--- config.mk ---
export PLATFORM = sky130hd
export DESIGN_NAME = nco_config_ctrl_flat
export DESIGN_NICKNAME = d
export VERILOG_FILES = /design/src/rtl/nco_config_ctrl_if.sv /design/src/rtl/nco_config_ctrl.sv /design/src/flat_wrapper.sv
export SDC_FILE = /design/constraint.sdc
export NUM_CORES = 1
export LEC_CHECK = 0
export CAP_MARGIN = 25
export CORE_ASPECT_RATIO = 2
export CORE_MARGIN = 8
export CORE_UTILIZATION = 60
export CTS_BUF_LIST = sky130_fd_sc_hd__clkbuf_4 sky130_fd_sc_hd__clkbuf_8
export DETAILED_ROUTE_END_ITERATION = 8
export GPL_TIMING_DRIVEN = 0
export PLACE_DENSITY = 0.87
export SETUP_SLACK_MARGIN = 0.15
export SLEW_MARGIN = 10
export SYNTH_ARGS = -nofsm -noshare
export SYNTH_HDL_FRONTEND = slang
export SYNTH_SLANG_ARGS = --single-unit
export TNS_END_PERCENT = 30
--- constraint.sdc ---
create_clock -name clk -period 6.3 [get_ports clk]
set_input_delay 1.575 -clock clk [delete_from_list [all_inputs] [get_ports clk]]
set_output_delay 1.575 -clock clk [all_outputs]
set_load 0.05 [all_outputs]
--- src/rtl/nco_config_ctrl_if.sv ---
// Byte-level I2C slave link between the bus front end and the NCO register block.
// The front end drives framing pulses and received bytes; the register block answers with ACK/NACK.
interface nco_config_ctrl_if;
  logic       bus_start;
  logic       bus_stop;
  logic       rx_valid;
  logic [7:0] rx_data;
  logic       rx_ack;

  modport master (
    output bus_start,
    output bus_stop,
    output rx_valid,
    output rx_data,
    input  rx_ack
  );

  modport slave (
    input  bus_start,
    input  bus_stop,
    input  rx_valid,
    input  rx_data,
    output rx_ack
  );
endinterface

--- src/rtl/nco_config_ctrl.sv ---
// NCO configuration register block behind an I2C byte interface.
// Writes land in a shadow register and only reach the active outputs on a complete, STOP-terminated write.
module nco_config_ctrl #(
  parameter logic [15:0] DUTY_RST = 16'h8000,
  parameter logic [63:0] FREQ_RST = 64'h0
) (
  input  logic                 clk,
  input  logic                 rst,
  nco_config_ctrl_if.slave     bus,
  output logic                 enable,
  output logic [1:0]           wave,
  output logic [63:0]          frequency,
  output logic [15:0]          duty_cycle,
  output logic                 cfg_update,
  output logic                 cfg_error
);

  typedef enum logic [1:0] {IDLE, PTR, DATA, DROP} state_t;
  typedef enum logic [1:0] {REG_CTRL = 2'd0, REG_FREQ = 2'd1, REG_DUTY = 2'd2} reg_t;

  state_t      state_q, state_d;
  reg_t        sel_q, sel_d;
  logic [3:0]  cnt_q, cnt_d;
  logic [63:0] shadow_q, shadow_d;
  logic        rx_ack_q, rx_ack_d;
  logic        enable_q, enable_d;
  logic [1:0]  wave_q, wave_d;
  logic [63:0] freq_q, freq_d;
  logic [15:0] duty_q, duty_d;
  logic        upd_q, upd_d;
  logic        err_q, err_d;

  function automatic logic [3:0] reg_len(input reg_t sel);
    case (sel)
      REG_FREQ: reg_len = 4'd8;
      REG_DUTY: reg_len = 4'd2;
      default:  reg_len = 4'd1;
    endcase
  endfunction

  always_ff @(posedge clk) begin
    if (rst) begin
      state_q  <= IDLE;
      sel_q    <= REG_CTRL;
      cnt_q    <= 4'd0;
      shadow_q <= 64'd0;
      rx_ack_q <= 1'b0;
      enable_q <= 1'b0;
      wave_q   <= 2'b00;
      freq_q   <= FREQ_RST;
      duty_q   <= DUTY_RST;
      upd_q    <= 1'b0;
      err_q    <= 1'b0;
    end else begin
      state_q  <= state_d;
      sel_q    <= sel_d;
      cnt_q    <= cnt_d;
      shadow_q <= shadow_d;
      rx_ack_q <= rx_ack_d;
      enable_q <= enable_d;
      wave_q   <= wave_d;
      freq_q   <= freq_d;
      duty_q   <= duty_d;
      upd_q    <= upd_d;
      err_q    <= err_d;
    end
  end

  // Same-cycle events resolve in order: byte, then STOP, then START.
  always_comb begin
    state_d  = state_q;
    sel_d    = sel_q;
    cnt_d    = cnt_q;
    shadow_d = shadow_q;
    rx_ack_d = rx_ack_q;
    enable_d = enable_q;
    wave_d   = wave_q;
    freq_d   = freq_q;
    duty_d   = duty_q;
    upd_d    = 1'b0;
    err_d    = 1'b0;

    if (bus.rx_valid) begin
      case (state_q)
        PTR: begin
          if (bus.rx_data == 8'h00 || bus.rx_data == 8'h01 || bus.rx_data == 8'h02) begin
            state_d  = DATA;
            sel_d    = reg_t'(bus.rx_data[1:0]);
            cnt_d    = 4'd0;
            shadow_d = 64'd0;
            rx_ack_d = 1'b1;
          end else begin
            state_d  = DROP;
            rx_ack_d = 1'b0;
          end
        end
        DATA: begin
          if (cnt_q == reg_len(sel_q)) begin
            state_d  = DROP;
            cnt_d    = 4'd0;
            shadow_d = 64'd0;
            rx_ack_d = 1'b0;
          end else begin
            shadow_d = {shadow_q[55:0], bus.rx_data};
            cnt_d    = cnt_q + 4'd1;
            rx_ack_d = 1'b1;
          end
        end
        default: rx_ack_d = 1'b0;
      endcase
    end

    if (bus.bus_stop) begin
      if (state_d == DATA) begin
        if (cnt_d == reg_len(sel_d)) begin
          upd_d = 1'b1;
          case (sel_d)
            REG_CTRL: begin
              enable_d = shadow_d[0];
              wave_d   = shadow_d[2:1];
            end
            REG_FREQ: freq_d = shadow_d;
            REG_DUTY: duty_d = shadow_d[15:0];
            default: ;
          endcase
        end else if (cnt_d != 4'd0) begin
          err_d = 1'b1;
        end
      end else if (state_d == DROP) begin
        err_d = 1'b1;
      end
      state_d  = IDLE;
      cnt_d    = 4'd0;
      shadow_d = 64'd0;
    end

    if (bus.bus_start) begin
      state_d  = PTR;
      cnt_d    = 4'd0;
      shadow_d = 64'd0;
    end
  end

  assign bus.rx_ack = rx_ack_q;
  assign enable     = enable_q;
  assign wave       = wave_q;
  assign frequency  = freq_q;
  assign duty_cycle = duty_q;
  assign cfg_update = upd_q;
  assign cfg_error  = err_q;

endmodule
--- src/flat_wrapper.sv ---
// flat-port wrapper written by rule: the top's interface ports become plain ports
module nco_config_ctrl_flat 
#(
  parameter logic [15:0] DUTY_RST = 16'h8000,
  parameter logic [63:0] FREQ_RST = 64'h0
)
  (clk, rst, enable, wave, frequency, duty_cycle, cfg_update, cfg_error, bus_bus_start, bus_bus_stop, bus_rx_valid, bus_rx_data, bus_rx_ack);
  nco_config_ctrl_if bus_i ();
  input  logic clk;
  input  logic rst;
  output logic enable;
  output logic [1:0] wave;
  output logic [63:0] frequency;
  output logic [15:0] duty_cycle;
  output logic cfg_update;
  output logic cfg_error;
  input wire logic [$bits(bus_i.bus_start)-1:0] bus_bus_start;
  input wire logic [$bits(bus_i.bus_stop)-1:0] bus_bus_stop;
  input wire logic [$bits(bus_i.rx_valid)-1:0] bus_rx_valid;
  input wire logic [$bits(bus_i.rx_data)-1:0] bus_rx_data;
  output wire logic [$bits(bus_i.rx_ack)-1:0] bus_rx_ack;
  assign bus_i.bus_start = bus_bus_start;
  assign bus_i.bus_stop = bus_bus_stop;
  assign bus_i.rx_valid = bus_rx_valid;
  assign bus_i.rx_data = bus_rx_data;
  assign bus_rx_ack = bus_i.rx_ack;
  nco_config_ctrl #(.DUTY_RST(DUTY_RST), .FREQ_RST(FREQ_RST)) u_core (.clk(clk), .rst(rst), .bus(bus_i), .enable(enable), .wave(wave), .frequency(frequency), .duty_cycle(duty_cycle), .cfg_update(cfg_update), .cfg_error(cfg_error));
endmodule
; Word level (Yosys, flattened, before mapping)
; Index checks and enable logic that the tools add are counted.
[classes]
shift = 0
bitwise_logic = 2
order_cmp = 0
muxes = 31
add_sub_neg = 1
n_eq_ne = 12
n_reduce_logical = 11
mul = 0
div = 0
[ops]
columns = operator, n
row1 = $mux W64, 3
row2 = $pmux W64 S2, 1
row3 = $mux W4, 7
row4 = $pmux W4 S2, 3
row5 = $reduce_and A4 Y1, 3
row6 = $eq A2 B2 Y1 const B, 5
row7 = $mux W1, 10
row8 = $mux W2, 5
row9 = $eq A4 B4 Y1, 2
row10 = $eq A8 B1 Y1 const B, 1
row11 = $eq A8 B2 Y1 const B, 1
row12 = $logic_not A8 Y1, 1
row13 = $eq A2 B1 Y1 const B, 3
row14 = $reduce_or A3 Y1, 2
row15 = $add A4 B1 Y4 const B, 1
row16 = $pmux W2 S2, 1
row17 = $reduce_bool A4 Y1, 1
row18 = $logic_not A2 Y1, 1
row19 = $logic_or A1 B1 Y1, 2
row20 = $not A1 Y1, 2
row21 = $pmux W1 S2, 1
row22 = $reduce_or A2 Y1, 1
[word_totals]
latch_bits = 0
romBits = 0
mem_bits_rw = 0
elab_cells = 69
input_bits = 13
memories = 0
output_inout_bits = 86
regBits = 158

; Logic depth before layout (Yosys ltp)
; Gate-level depths: netlist (run 1).
[logic_depth]
word_depth = 14
ltp_mapped = 12
mapped_depth_nobuf = 10

; Worst setup path before layout (run 1)
; Ideal clock, no wire load.
[synth_path]
path_kind = input-to-reg
from = in bus_rx_data[0]
to = reg u_core.duty_q[10], in the netlist u_core.duty_cycle[10]
path_stages = 9
arrival_ns = 4.358
setup_time_ns = 0.121
t_required_ns = 6.179
setup_slack_ns = 1.821
path_buffers = 1
path_cell_list = a211oi_1 > nand4_1 > mux2i_1 > ha_1 > xnor2_1 > nand4b_2 > nor4_2 > buf_4 > mux2_2
[synth_via]
elab_chain_cells = 12
word_cells_on_any_way = 25
classes_between = 6 x eq/ne / 15 x mux / 4 x reduce/logical
[synth_rtl]
columns = item, line
row1 = "start, declared", flat_wrapper.sv:20  ; input wire logic [$bits(bus_i.rx_data)-1:0] bus_rx_data;
row2 = $eq A8 B1 Y1 or $logic_not A8 Y1 (tied branches), nco_config_ctrl.sv:86  ; if (bus.rx_data == 8'h00 || bus.rx_data == 8'h01 || bus.rx_data == 8'h02) begin
row3 = $logic_or A1 B1 Y1 (2 in series), nco_config_ctrl.sv:86
row4 = $mux W2, nco_config_ctrl.sv:86
row5 = $mux W2, nco_config_ctrl.sv:84  ; case (state_q)
row6 = $mux W2, nco_config_ctrl.sv:83  ; if (bus.rx_valid) begin
row7 = $eq A2 B2 Y1 or $eq A2 B1 Y1 (tied branches), "nco_config_ctrl.sv:34, nco_config_ctrl.sv:117"
row8 = $pmux W4 S2, nco_config_ctrl.sv:34  ; case (sel)
row9 = $mux W4, nco_config_ctrl.sv:114  ; if (state_d == DATA) begin
row10 = $mux W4, nco_config_ctrl.sv:113  ; if (bus.bus_stop) begin
row11 = $eq A4 B4 Y1, nco_config_ctrl.sv:115  ; if (cnt_d == reg_len(sel_d)) begin
row12 = $reduce_and A4 Y1 (no source line), --
row13 = "end signal, assigned", nco_config_ctrl.sv:63  ; duty_q <= duty_d;
row14 = "end, declared", nco_config_ctrl.sv:29  ; logic [15:0] duty_q, duty_d;
; Parallel ways exist; a longest one is shown, timed or not. The select of a mux whose other input is x is not followed.
; A chain may end at the register's enable or synchronous reset.

; Worst setup path in the final report (run 1)
[layout_path]
from = in bus_rx_data[0]
to = reg u_core.duty_q[8], in the netlist u_core.duty_cycle[8]
; Same word-level chain as after synthesis.

==> impl_metrics.env, run 1 <==
export IMPL_seq_area_frac_synth_pct=47.56
export IMPL_post_drt_via_cell_ratio=5.631
export IMPL_timing_rr_end="u_core.duty_cycle[8]"
export IMPL_numPortBuffers=98
export IMPL_numCtsBuffers=17
export IMPL_grt_pass1_vias=5540
export IMPL_crit_arrival_ns=5.58
export IMPL_grt_pass1_wl_um=27200
export IMPL_area_growth_pct=23.03
export IMPL_crit_fanout=10
export IMPL_ys_seq_elements=158
export IMPL_vias=5175
export IMPL_wl_per_cell_um=18.38
export IMPL_worst_pin_slew_ns=0.8219
export IMPL_r2r_start="u_core.sel_q[0]"
export IMPL_cts_buffer_depth=2
export IMPL_grt_use_total_pct=22.88
export IMPL_ioPinCount=99
export IMPL_dieArea_um2=14910
export IMPL_clock_latency_ns=0.46
export IMPL_place_inst=890
export IMPL_htreeDepth=4
export IMPL_pwr_share_clk_pct=40.6
export IMPL_clkSlewWorstSetupHoldPaths_ns=0.08
export IMPL_start_util_pct=61.13
export IMPL_cp_start_kind="primary input"
export IMPL_cts_sinks=158
export IMPL_p_leak_nw=3.254
export IMPL_crit_end="u_core.duty_cycle[8]"
export IMPL_core_area_um2=10880
export IMPL_p_comb_share_pct=3.2
export IMPL_vdd_drop_max_v=0.0001738
export IMPL_path_depth=10
export IMPL_postCtsSetupBuffers=0
export IMPL_antenna_found_initial=0
export IMPL_cp_end_kind="register"
export IMPL_rsz0062_at_grt="no"
export IMPL_grt_max_degree=17
export IMPL_relSlewSlack_pct=44.75
export IMPL_antenna_left=0
export IMPL_hold_viol=0
export IMPL_hp_class="register to register"
export IMPL_routed_wl_um=16890
export IMPL_cts_root_buf="clkbuf_8"
export IMPL_yosys_warnings=0
export IMPL_hpwlAfterDp_um=12600
export IMPL_place_congestion=0.9680
export IMPL_synth_edf_count=0
export IMPL_startpoint="bus_rx_data[0]"
export IMPL_reg2reg_slack_ns=2.39
export IMPL_fp_dieH_um=164.9
export IMPL_die_x_um=90.45
export IMPL_final_common_cell="dfxtp_1"
export IMPL_fin_tns_setup_ns=0
export IMPL_globalRouteOverflowTotal=0
export IMPL_rows=54
export IMPL_power_density_nw_per_um2=217.2
export IMPL_async_flop_share_pct=0
export IMPL_crit_chain="clkdlybuf4s50_1 -> a211oi_1 -> nand4_1 -> mux2i_1 -> ha_1 -> xnor2_1 -> nand4b_2 -> nor4_2 -> buf_4 -> mux2_2"
export IMPL_swShare_pct=22.34
export IMPL_n_antenna_cell=0
export IMPL_finalSetupViolCount=0
export IMPL_fin_cells=919
export IMPL_switchingPower_mw=0.3970
export IMPL_maxSlewViolCount=0
export IMPL_cts_hold_buf=0
export IMPL_dr_pass1_iters=5
export IMPL_netlist_area_um2=6650
export IMPL_slowest_stage="nor4_2"
export IMPL_fin_crit_ns=5.233
export IMPL_drv_cap=0
export IMPL_p_seq_share_pct=56.2
export IMPL_drive_above_1_share_pct=15.92
export IMPL_final_period_utilization_pct=83.07
export IMPL_crit_required_ns=6.64
export IMPL_reg2reg_depth=10
export IMPL_fmax_mhz=191.1
export IMPL_netlist_instances=652
export IMPL_ys_flop_type="dfxtp_1"
export IMPL_fin_skew_ns=0.01121
export IMPL_drt_initial_drc_count=406
export IMPL_cp_top_family="simple AND/OR/NAND/NOR gates"
export IMPL_cts_tree="built"
export IMPL_critPathMaxStageDelay_ns=0.76
export IMPL_status="completed"
export IMPL_yosysUniqueCellTypes=36
export IMPL_path_buf_inv=2
export IMPL_nNetsFinal=793
export IMPL_final_cell_mix="dfxtp_1, nor2_1, clkdlybuf4s50_1"
export IMPL_drc=0
export IMPL_intPower_mw=1.380
export IMPL_cts_resized=0
export IMPL_syn_nets=676
export IMPL_avgSynthCellArea_um2=10.20
export IMPL_critPathKind="primary input to register"
-- power groups by stage --
| stage | logic, mW | registers, mW | clock network, mW |
|---|---|---|---|
| after global routing | 0.0607 | 0.999 | 0.771 |
| after global placement | 0.0530 | 1.02 | 0 |
| after detailed placement | 0.0545 | 1.02 | 0 |
| after CTS | 0.0553 | 0.999 | 0.725 |
| final | 0.0567 | 0.999 | 0.722 |
| after floorplan | 0.0315 | 1.02 | 0 |
-- area by class of cell --
cell class	instances	area [um^2]
Buffer	47	229.0
Clock buffer	23	316.6
Clock inverter	6	58.81
Fill cell	731	2696
Inverter	12	45.04
Multi-Input combinational cell	435	3213
Sequential cell	158	3163
Tap cell	140	175.2
Timing Repair Buffer	98	980.9
-- sequential cells by signal, summed over array words and instances (netlist names) --
| signal | cells |
|---|---|
| u_core.frequency | 64 |
| u_core.shadow_q | 64 |
| u_core.duty_cycle | 16 |
| u_core.cnt_q | 4 |
| u_core.sel_q | 2 |
| u_core.state_q | 2 |
| u_core.wave | 2 |
| u_core.bus.rx_ack | 1 |
| u_core.cfg_error | 1 |
| u_core.cfg_update | 1 |
| u_core.enable | 1 |
-- Yosys cell counts (3+ instances only) --
cell type,instances,share of area (%)
buf_6,6,1.0
a21oi_1,7,0.53
mux2_2,22,3.7
a22oi_1,65,7.3
nor2b_1,84,7.9
dfxtp_1,158,48
mux2i_1,4,0.60
mux2_4,60,14
nor2_1,141,8.0
nand2_1,5,0.28
clkbuf_1,32,1.8
xor2_1,5,0.66
ha_1,11,2.1
nor3_1,3,0.23
or4_1,3,0.34
buf_1,7,0.40
inv_1,12,0.68
-- logic make-up (layout without fill, tap and decap cells) --
family | Yosys count | after routing | synth area share, %
DFF | 158 | 158 | 47.56
buffers and inverters | 59 | 186 | 4.120
muxes | 86 | 86 | 17.87
xor gates and xnor gates | 6 | 6 | 0.7902
AOI/OAI and AO/OA | 81 | 81 | 9.182
adders and majority gates | 11 | 11 | 2.070
and+or+nand+nor | 251 | 251 | 18.40
-- tightest hold or removal path, cell delays in order (launching register included) --
cell and delay (ns):
dfxtp_1 0.32, a22oi_1 0.09, nor2_1 0.08
-- metal layers --
layer / track usage (%) / part of all wire (%) / wire (um) / up-vias
met5: 0 / 0 / 0 / -
met4: 15.71 / 5.7 / 960 / 0
met3: 6.054 / 4.9 / 828 / 64
met2: 44.07 / 55 / 9323 / 194
met1: 20.11 / 34 / 5776 / 2476
li1: - / - / - / 2441
-- worst min-delay path by stage --
| stage | startpoint | to | slack [ns] | cells after the start |
|---|---|---|---|---|
| 6_report | u_core.shadow_q[63] | u_core.shadow_q[63] | 0.52 | 2 |
| 5_1_grt | u_core.shadow_q[62] | u_core.shadow_q[62] | 0.53 | 2 |
| 4_1_cts | u_core.shadow_q[62] | u_core.shadow_q[62] | 0.52 | 2 |
| 3_5_place_dp | u_core.shadow_q[62] | u_core.shadow_q[62] | 0.50 | 2 |
| 3_3_place_gp | u_core.shadow_q[61] | u_core.shadow_q[61] | 0.49 | 2 |
| 2_1_floorplan | u_core.shadow_q[56] | u_core.shadow_q[56] | 0.47 | 2 |
-- metrics by stage --
step | instance area, um^2 | setup slack (ns) | utilization, % | total power [mW] | hold WS, ns
floorplan | 6650 | 1.821 | - | 1.054 | 0.4722
global placement | 7806 | 0.7807 | 71.76 | 1.075 | 0.4856
detailed placement | 7806 | 0.6166 | 71.76 | 1.077 | 0.4965
CTS | 8182 | 1.076 | 75.21 | 1.779 | 0.5191
global route | 8182 | 0.7925 | 75.21 | 1.831 | 0.5258
finish | 8182 | 1.067 | 75.21 | 1.777 | 0.5203
Power figures use the tool's default switching activity.
==> run 2, diff against run 1 <==
--- a/config.mk
+++ b/config.mk
@@ -8,11 +8,11 @@
 export CAP_MARGIN = 25
 export CORE_ASPECT_RATIO = 2
 export CORE_MARGIN = 8
-export CORE_UTILIZATION = 60
+export CORE_UTILIZATION = 56
 export CTS_BUF_LIST = sky130_fd_sc_hd__clkbuf_4 sky130_fd_sc_hd__clkbuf_8
 export DETAILED_ROUTE_END_ITERATION = 8
 export GPL_TIMING_DRIVEN = 0
-export PLACE_DENSITY = 0.87
+export PLACE_DENSITY = 0.82
 export SETUP_SLACK_MARGIN = 0.15
 export SLEW_MARGIN = 10
 export SYNTH_ARGS = -nofsm -noshare
==> constraint.sdc (replaced) <==
create_clock -name clk -period 5.18 [get_ports clk]
set_input_delay 1.295 -clock clk [delete_from_list [all_inputs] [get_ports clk]]
set_output_delay 1.295 -clock clk [all_outputs]
set_load 0.05 [all_outputs]
==> run 2 against run 1 <==
Against the previous run:
- die area increased by 6.1%
- non-clock buffer count did not move
- sequential cell count stayed put
- final cell count up 0.87%
- sequential power increased by 21%
==> impl_metrics.env, run 2 (synthesis results as in run 1) <==
export IMPL_drt_initial_drc_count=298
export IMPL_reg2reg_slack_ns=1.54
export IMPL_final_common_cell="dfxtp_1"
export IMPL_grt_use_total_pct=21.69
export IMPL_cp_start_kind="primary input"
export IMPL_crit_fanout=10
export IMPL_r2r_start="u_core.sel_q[0]"
export IMPL_p_leak_nw=3.246
export IMPL_crit_arrival_ns=5.06
export IMPL_fin_tns_setup_ns=0
export IMPL_htreeDepth=4
export IMPL_whs_path_depth=2
export IMPL_numPortBuffers=98
export IMPL_crit_chain="clkdlybuf4s50_1 -> a211oi_1 -> nand4_1 -> mux2i_1 -> ha_1 -> xnor2_1 -> nand4b_2 -> or4_1 -> buf_4 -> buf_6 -> mux2_4"
export IMPL_cts_root_buf="clkbuf_8"
export IMPL_place_congestion=0.9181
export IMPL_nNetsFinal=793
export IMPL_min_from="u_core.shadow_q[57]"
export IMPL_core_area_um2=11630
export IMPL_slowest_stage="a211oi_1"
export IMPL_drive_above_1_share_pct=16.24
export IMPL_place_inst=895
export IMPL_crit_required_ns=5.53
export IMPL_fmax_mhz=212.3
export IMPL_critPathKind="primary input to register"
export IMPL_post_drt_via_cell_ratio=5.573
export IMPL_hp_class="register to register"
export IMPL_dr_pass1_iters=5
export IMPL_wl_per_cell_um=18.39
export IMPL_postCtsSetupBuffers=0
export IMPL_antenna_left=0
export IMPL_start_util_pct=57.18
export IMPL_status="completed"
export IMPL_clkSlewWorstSetupHoldPaths_ns=0.08
export IMPL_fin_skew_ns=0.01905
export IMPL_maxSlewViolCount=0
export IMPL_cts_hold_buf=0
export IMPL_grt_pass1_wl_um=26860
export IMPL_area_growth_pct=23.61
export IMPL_grt_pass1_vias=5429
export IMPL_dpl_cell_area_um2=7812
export IMPL_die_x_um=93.06
export IMPL_cp_end_kind="register"
export IMPL_relSlewSlack_pct=46.55
export IMPL_clock_latency_ns=0.47
export IMPL_critPathMaxStageDelay_ns=0.57
export IMPL_cts_tree="built"
export IMPL_fp_dieH_um=170.1
export IMPL_vias=5166
export IMPL_hold_viol=0
export IMPL_fin_cells=927
export IMPL_fin_area_um2=8220
export IMPL_power_density_nw_per_um2=267.3
export IMPL_routed_wl_um=17040
export IMPL_drc=0
export IMPL_timing_rr_end="u_core.frequency[0]"
export IMPL_worst_pin_slew_ns=0.8017
export IMPL_antenna_found_initial=0
export IMPL_grt_max_degree=17
export IMPL_vdd_drop_max_v=0.0002403
export IMPL_ioPinCount=99
export IMPL_final_cell_mix="dfxtp_1, nor2_1, clkdlybuf4s50_1"
export IMPL_holdPathEnd="u_core.shadow_q[57]"
export IMPL_finalSetupViolCount=0
export IMPL_rsz0062_at_grt="no"
export IMPL_final_period_utilization_pct=90.91
export IMPL_cts_buffer_depth=2
export IMPL_cp_top_family="simple AND/OR/NAND/NOR gates"
export IMPL_drv_cap=0
export IMPL_reg2reg_depth=11
export IMPL_fin_crit_ns=4.709
export IMPL_numCtsBuffers=17
export IMPL_globalRouteOverflowTotal=0
export IMPL_hpwlAfterDp_um=12670
export IMPL_rows=56
export IMPL_dieArea_um2=15830
export IMPL_path_buf_inv=3
export IMPL_n_antenna_cell=0
export IMPL_cts_sinks=158
run 2: how the worst max path moves through the flow:
stage                        start  slack (ns)  cells past startpoint                     to
floorplan           bus_rx_data[0]        0.98                      9  u_core.duty_cycle[10]
global placement    bus_rx_data[0]       -0.04                     10  u_core.duty_cycle[11]
detailed placement  bus_rx_data[2]       -0.15                     10  u_core.duty_cycle[14]
CTS                 bus_rx_data[0]        0.29                     10  u_core.duty_cycle[14]
global route        bus_rx_data[0]        0.31                     12   u_core.frequency[62]
finish              bus_rx_data[0]        0.47                     11    u_core.frequency[0]
run 2: where the power goes:
part | switching [mW] | internal [mW] | leakage, nW
sequential | 0.000643 | 1.21 | 1.27
combinational | 0.0510 | 0.0179 | 1.79
clock | 0.472 | 0.441 | 0.188
run 2: cell type report:
| cell class | instances | area [um^2] |
|---|---|---|
| fillers | 916 | 3411 |
| clock inverters | 10 | 102.6 |
| well taps | 145 | 181.4 |
| plain buffers | 47 | 229.0 |
| multi-input cells | 435 | 3222 |
| clock buffers | 22 | 296.5 |
| flip-flops and latches | 158 | 3163 |
| repair buffers | 98 | 980.9 |
| inverters | 12 | 45.04 |
run 2: worst register-to-register path, stage by stage, from the launching register on:
cell      delay (ns)
dfxtp_1         0.36
inv_1           0.05
ha_1            0.30
xor2_1          0.18
o41a_1          0.56
a211oi_1        0.40
xnor2_1         0.20
nand4b_2        0.22
or4_1           0.53
buf_4           0.23
buf_6           0.19
mux2_4          0.30
run 2: repair_timing:
item / CTS / global route
hold endpoints to repair: 0 / 0
endpoints found under the setup margin: 0 / 9
gates resized for setup: 0 / 1
run 2: through the flow:
stage                     total power, mW  util (%)  setup WS (ns)  hold slack, ns
after detailed placement            1.310     67.17        -0.1489          0.4971
after floorplan                     1.282         -         0.9815          0.4722
final                               2.197     70.68         0.4706          0.5084
after CTS                           2.199     70.60         0.2947          0.5187
after global placement              1.309     67.17       -0.04214          0.4870
after global routing                2.255     70.68         0.3060          0.5341
run 2: metal layers:
layer	track usage (%)	part of all wire, %	routed length [um]
met4	12.43	4.3	737
met5	0	0	0
met3	4.634	4.2	723
met1	19.17	34	5834
met2	42.68	57	9748
==> RTL change 1: new RTL, config.mk and constraints of run 2 <==
Encoding of `state_t`: now Gray code (2 bits for 4 states).
--- a/src/rtl/nco_config_ctrl.sv
+++ b/src/rtl/nco_config_ctrl.sv
@@ -16,5 +16,5 @@
 );
 
-  typedef enum logic [1:0] {IDLE, PTR, DATA, DROP} state_t;
+  typedef enum logic [1:0] {IDLE = 2'b00, PTR = 2'b01, DATA = 2'b11, DROP = 2'b10} state_t;
   typedef enum logic [1:0] {REG_CTRL = 2'd0, REG_FREQ = 2'd1, REG_DUTY = 2'd2} reg_t;
 
Behaviour: same outputs for any inputs over 4 cycles, from zero or initial values and one cycle with rst high; so few cycles prove little.
==> RTL change 1 against run 2 <==
Setup slack worse by 0.12 ns; die area down 2.1%; design area down 1.2%; area after synthesis down 2.4%; wire length up 1.1%; core utilization up 1.3 points; clock power up 6.5%; sequential cell count unchanged; count of clock-buffer cells in the layout down 3; critical path type unchanged; power up 2.2%; first-iteration DRC count up 17%.
==> RTL change 1: results (changes against run 2) <==
* Critical path data arrival time at 5.17 ns (was 5.06 ns)
* Final Worst Setup Slack at 0.351 ns (was 0.471 ns)
* Via count of the first global-routing pass at 5529 (was 5429)
* Worst hold start: u_core.shadow_q[63]$_SDFF_PP0_ (was u_core.shadow_q[57]$_SDFF_PP0_)
* Post-Place Cell Area at 0.00765 mm2 (was 0.00781 mm2)
* Worst setup path startpoint: bus_rx_data[2] (was bus_rx_data[0])
* Endpoint with the worst hold slack: u_core.shadow_q[63]$_SDFF_PP0_ (was u_core.shadow_q[57]$_SDFF_PP0_)
* Reg2Reg Depth at 10 (was 11)
* Number of detailed-route iterations in the first pass at 6 (was 5)
* Worst slack, placed at -0.264 ns (was -0.149 ns)
* Number of distinct library cell variants in the gate-level netlist after synthesis at 45 (was 36)
* Slowest cell on the critical path: or4_4 (was a211oi_1)
* Adder and majority cell fraction of the synthesized area at 0.0154 (was 0.0207)
* Vias post-DR at 5216 (was 5166)
* Starting DRC count in detailed routing at 348 (was 298)
* Cell area after layout at 0.00812 mm2 (was 0.00822 mm2)
* First-pass GRT wire length at 27200 um (was 26900 um)
* Proportion of synthesized chip area in sequential cells at 0.487 (was 0.476)
* Share of layout cells above drive strength 1 at 0.169 (was 0.162)
* Leak Pwr at 3.06 nW (was 3.25 nW)
* Measured slew at the worst slew-check pin at 0.677 ns (was 0.802 ns)
* Sum of internal, switching and leakage power at 2.25 mW (was 2.20 mW)
* Compound-cell area share of the yosys netlist at 0.105 (was 0.0918)
* Routing usage on met3 at 0.0481 (was 0.0463)
* Sequential fraction of design power at 0.541 (was 0.553)
* Detailed-routed wire length on met2 at 9780 um (was 9750 um)
* Worst IR Drop VDD at 0.000252 V (was 0.000240 V)
* Max incr delay on CP at 0.59 ns (was 0.57 ns)
* Clock tree skew after final layout at 0.0159 ns (was 0.0191 ns)
* Mux contribution to synthesized area at 0.150 (was 0.179)
* Sw Share at 0.214 (was 0.239)
* Commonest cells in the synthesized netlist: dfxtp_1, nor2_1, nor2b_1 (unchanged)
* Status: finished clean (unchanged)
* M1 GR Usage at 0.202 (was 0.192)
* Synth area leaders: dfxtp_1, mux2_2, nor2_1, nor2b_1, a22oi_1 (was dfxtp_1, mux2_4, nor2_1, nor2b_1, a22oi_1)
* Hold Slack at 0.503 ns (was 0.508 ns)
[RTL change 1: cell type report]
| class | instances | share of cell area |
|---|---|---|
| plain buffers | 48 | 0.0291 |
| flip-flops and latches | 158 | 0.389 |
| inverters | 8 | 0.00370 |
| multi-input cells | 446 | 0.381 |
| well taps | 142 | 0.0219 |
| clock buffers | 19 | 0.0314 |
| repair buffers | 99 | 0.123 |
| clock inverters | 11 | 0.0206 |
[RTL change 1: logic make-up (layout without fill, tap and decap cells)]
family	Yosys count	count (layout)
simple gates	259	259
xor+xnor	3	3
compound gates	90	90
buf+inv	56	185
flops	158	158
fa+ha+maj	8	8
mux	86	86
[RTL change 1: worst max-delay path, delay by kind of cell]
family                     cells  cell delay [ns]
and+or+nand+nor                5             1.76
muxes                          2             0.56
AOI/OAI and AO/OA              1             0.52
adders and majority gates      1             0.22
buffers and inverters          3             0.80
[RTL change 1: timing repair]
action                                  4_1_cts  5_1_grt
endpoints found under the setup margin        0       69
gates resized for setup                       0        5
setup buffers                                 0        1
==> RTL change 2: new RTL, settings of run 2 <==
Made on the original files. `DUTY_RST` is set to 16'h8000 in 2 places; all go to 16'h6000.
--- a/src/rtl/nco_config_ctrl.sv
+++ b/src/rtl/nco_config_ctrl.sv
@@ -2,5 +2,5 @@
 // Writes land in a shadow register and only reach the active outputs on a complete, STOP-terminated write.
 module nco_config_ctrl #(
-  parameter logic [15:0] DUTY_RST = 16'h8000,
+  parameter logic [15:0] DUTY_RST = 16'h6000,
   parameter logic [63:0] FREQ_RST = 64'h0
 ) (
--- a/src/flat_wrapper.sv
+++ b/src/flat_wrapper.sv
@@ -2,5 +2,5 @@
 module nco_config_ctrl_flat 
 #(
-  parameter logic [15:0] DUTY_RST = 16'h8000,
+  parameter logic [15:0] DUTY_RST = 16'h6000,
   parameter logic [63:0] FREQ_RST = 64'h0
 )
Behaviour: not the same (a bounded check fails within 4 cycles, from zero or initial values and one cycle with rst high).
==> RTL change 2 against run 2 <==
Setup slack gained 0.13 ns; area after synthesis shrank 2.7%; wire length grew 3.3%; sequential cell count is the same; power grew 1.5%; cell count shrank 4.0%; register-to-register slack gained 0.40 ns; design area shrank 2.3%.
==> RTL change 2: results (changes against run 2) <==
* Post-CTS Repair Setup Buffers at 0 (unchanged)
* Synthesized instance count at 619 (was 652)
* Number of H-tree levels at 4 (unchanged)
* Worst hold start: u_core.duty_cycle[6]$_SDFFE_PP0P_ (was u_core.shadow_q[57]$_SDFF_PP0_)
* Fill cells at 871 (was 916)
* Max incr delay on CP at 0.48 ns (was 0.57 ns)
* Clock latency reported for the late side of the worst-skew pair at 0.46 ns
* Commonest cells in the synthesized netlist: dfxtp_1, nor2_1, a22oi_1 (was dfxtp_1, nor2_1, nor2b_1)
* Antenna diode count at 0 (unchanged)
* Total of buffers placed on input and output ports at 97 (was 98)
* Combined global-route utilization of all metal layers at 0.234 (was 0.217)
* Initial antenna violation count at 0 (unchanged)
* Status: finished clean (unchanged)
* Starting DRC count in detailed routing at 322 (was 298)
* Count of hold-fix buffers inserted at cts at 0 (unchanged)
* First-pass GRT wire length at 28700 um (was 26900 um)
* Worst slack, placed at 0.144 ns (was -0.149 ns)
* Worst setup path startpoint: bus_rx_data[5] (was bus_rx_data[0])
* Placed cell count at 858 (was 895)
* Slowest cell on the critical path: nor4_2 (was a211oi_1)
* Clock Tree Root: clkbuf_8 (unchanged)
* Leak Pwr at 2.75 nW (was 3.25 nW)
* Worst IR Drop VDD at 0.000270 V (was 0.000240 V)
* Placer Congestion at 0.867 (was 0.918)
* Crit Path Max Fanout at 10 (unchanged)
* # resized after CTS at 0 (unchanged)
* Clock transition time at the flip-flop clock pins of the worst setup and hold paths at 0.09 ns
* Number of distinct library cell variants in the gate-level netlist after synthesis at 48 (was 36)
* FFs w/ async S/R, synth at 0 (unchanged)
* Vias post-DR at 5230 (was 5166)
* Layout net count at 759 (was 793)
* Wirelength, routed at 17600 um (was 17000 um)
* Number of warning messages in the yosys log at 0 (unchanged)
* Detailed-placement wirelength estimate at 13600 um (was 12700 um)
* Pin count of the biggest net entering global routing at 17 (unchanged)
* Number of buffers inserted during clock tree synthesis at 17 (unchanged)
* Hold WC Path Type: flop to flop (unchanged)
* Proportion of synthesized chip area in sequential cells at 0.489 (was 0.476)
* Headroom to the max-slew limit at 0.539 (was 0.466)
* Clock tree skew after final layout at 0.0125 ns (was 0.0191 ns)
* Pins over their slew limit at 0 (unchanged)
* Share of layout cells above drive strength 1 at 0.174 (was 0.162)
* Via count of the first global-routing pass at 5632 (was 5429)
* Avg WL per Cell at 19.8 um (was 18.4 um)
* Net load switching power at 0.538 mW (was 0.524 mW)
* Synth area leaders: dfxtp_1, nor4_2, a22oi_1, a31o_1, nor2_1 (was dfxtp_1, mux2_4, nor2_1, nor2b_1, a22oi_1)
* CTS Buffer Depth at 2 (unchanged)
* Reg2reg start: u_core.state_q[1]$_SDFF_PP0_ (was u_core.sel_q[0]$_SDFF_PP0_)
* Mapped Nets at 643 (was 676)
[RTL change 2: cell types whose count changed after synthesis, moves of 10 or more]
| cell | change |
|---|---|
| a31o_1 | +50 |
| mux2_4 | -60 |
| or2_2 | +10 |
| nor4_2 | +48 |
| mux2i_1 | +23 |
| buf_2 | +14 |
| nor2b_1 | -74 |
| nand2_1 | +22 |
| mux2_2 | -13 |
| nor2_1 | -61 |
[RTL change 2: power by group through the flow]
stage                     clock network (mW)  logic (mW)  registers (mW)
after detailed placement                   0      0.0752            1.24
after floorplan                            0      0.0451            1.24
after global placement                     0      0.0728            1.24
after global routing                    1.01      0.0826            1.22
after CTS                              0.948      0.0757            1.21
final                                  0.938      0.0764            1.21
[RTL change 2: area by class of cell]
class / count / share of cell area
buffer: 59 / 0.0349
clock buffer: 19 / 0.0318
clock inverter: 13 / 0.0193
inverter: 9 / 0.00421
multi-input combinational: 393 / 0.373
sequential: 158 / 0.394
tap: 142 / 0.0221
timing repair buffer: 97 / 0.121
[RTL change 2: stage by stage]
stage               hold slack [ns]  utilization  area (um2)
CTS                           0.472        0.712        8030
global route                  0.492        0.712        8030
finish                        0.470        0.712        8030
detailed placement            0.450        0.675        7620
global placement              0.449        0.675        7620
floorplan                     0.486            -        6470
[RTL change 2: path summary, 6_finish.rpt]
path	slack, ns	cells after the start	to
worst max-delay path	0.60	12	u_core.duty_cycle[8]$_SDFFE_PP0P_
worst min-delay path	0.47	2	u_core.duty_cycle[6]$_SDFFE_PP0P_
worst max register to register	1.94	11	u_core.duty_cycle[8]$_SDFFE_PP0P_
worst min register to register	0.47	2	u_core.duty_cycle[6]$_SDFFE_PP0P_
[RTL change 2: worst min-delay path, cell delays in order, from the launching register on]
cell	delay [ns]
dfxtp_1	0.32
nand2_1	0.05
mux2i_1	0.06
[RTL change 2: kinds of logic (layout without fill, tap and decap cells)]
group                      after synthesis  count (layout)  share of synthesized area
buffers and inverters                   68             197                     0.0485
DFF                                    158             158                      0.489
adders and majority gates               11              11                     0.0213
xor gates and xnor gates                 5               5                    0.00793
AOI/OAI and AO/OA                      137             137                      0.171
and+or+nand+nor                        204             204                      0.205
muxes                                   36              36                     0.0574
[RTL change 2: routing by layer]
layer | track usage | up-vias | share of wire
li1 | - | 2500 | -
met5 | 0 | - | 0
met2 | 0.460 | 135 | 0.58
met1 | 0.208 | 2548 | 0.33
met4 | 0.126 | 0 | 0.047
met3 | 0.0526 | 47 | 0.038
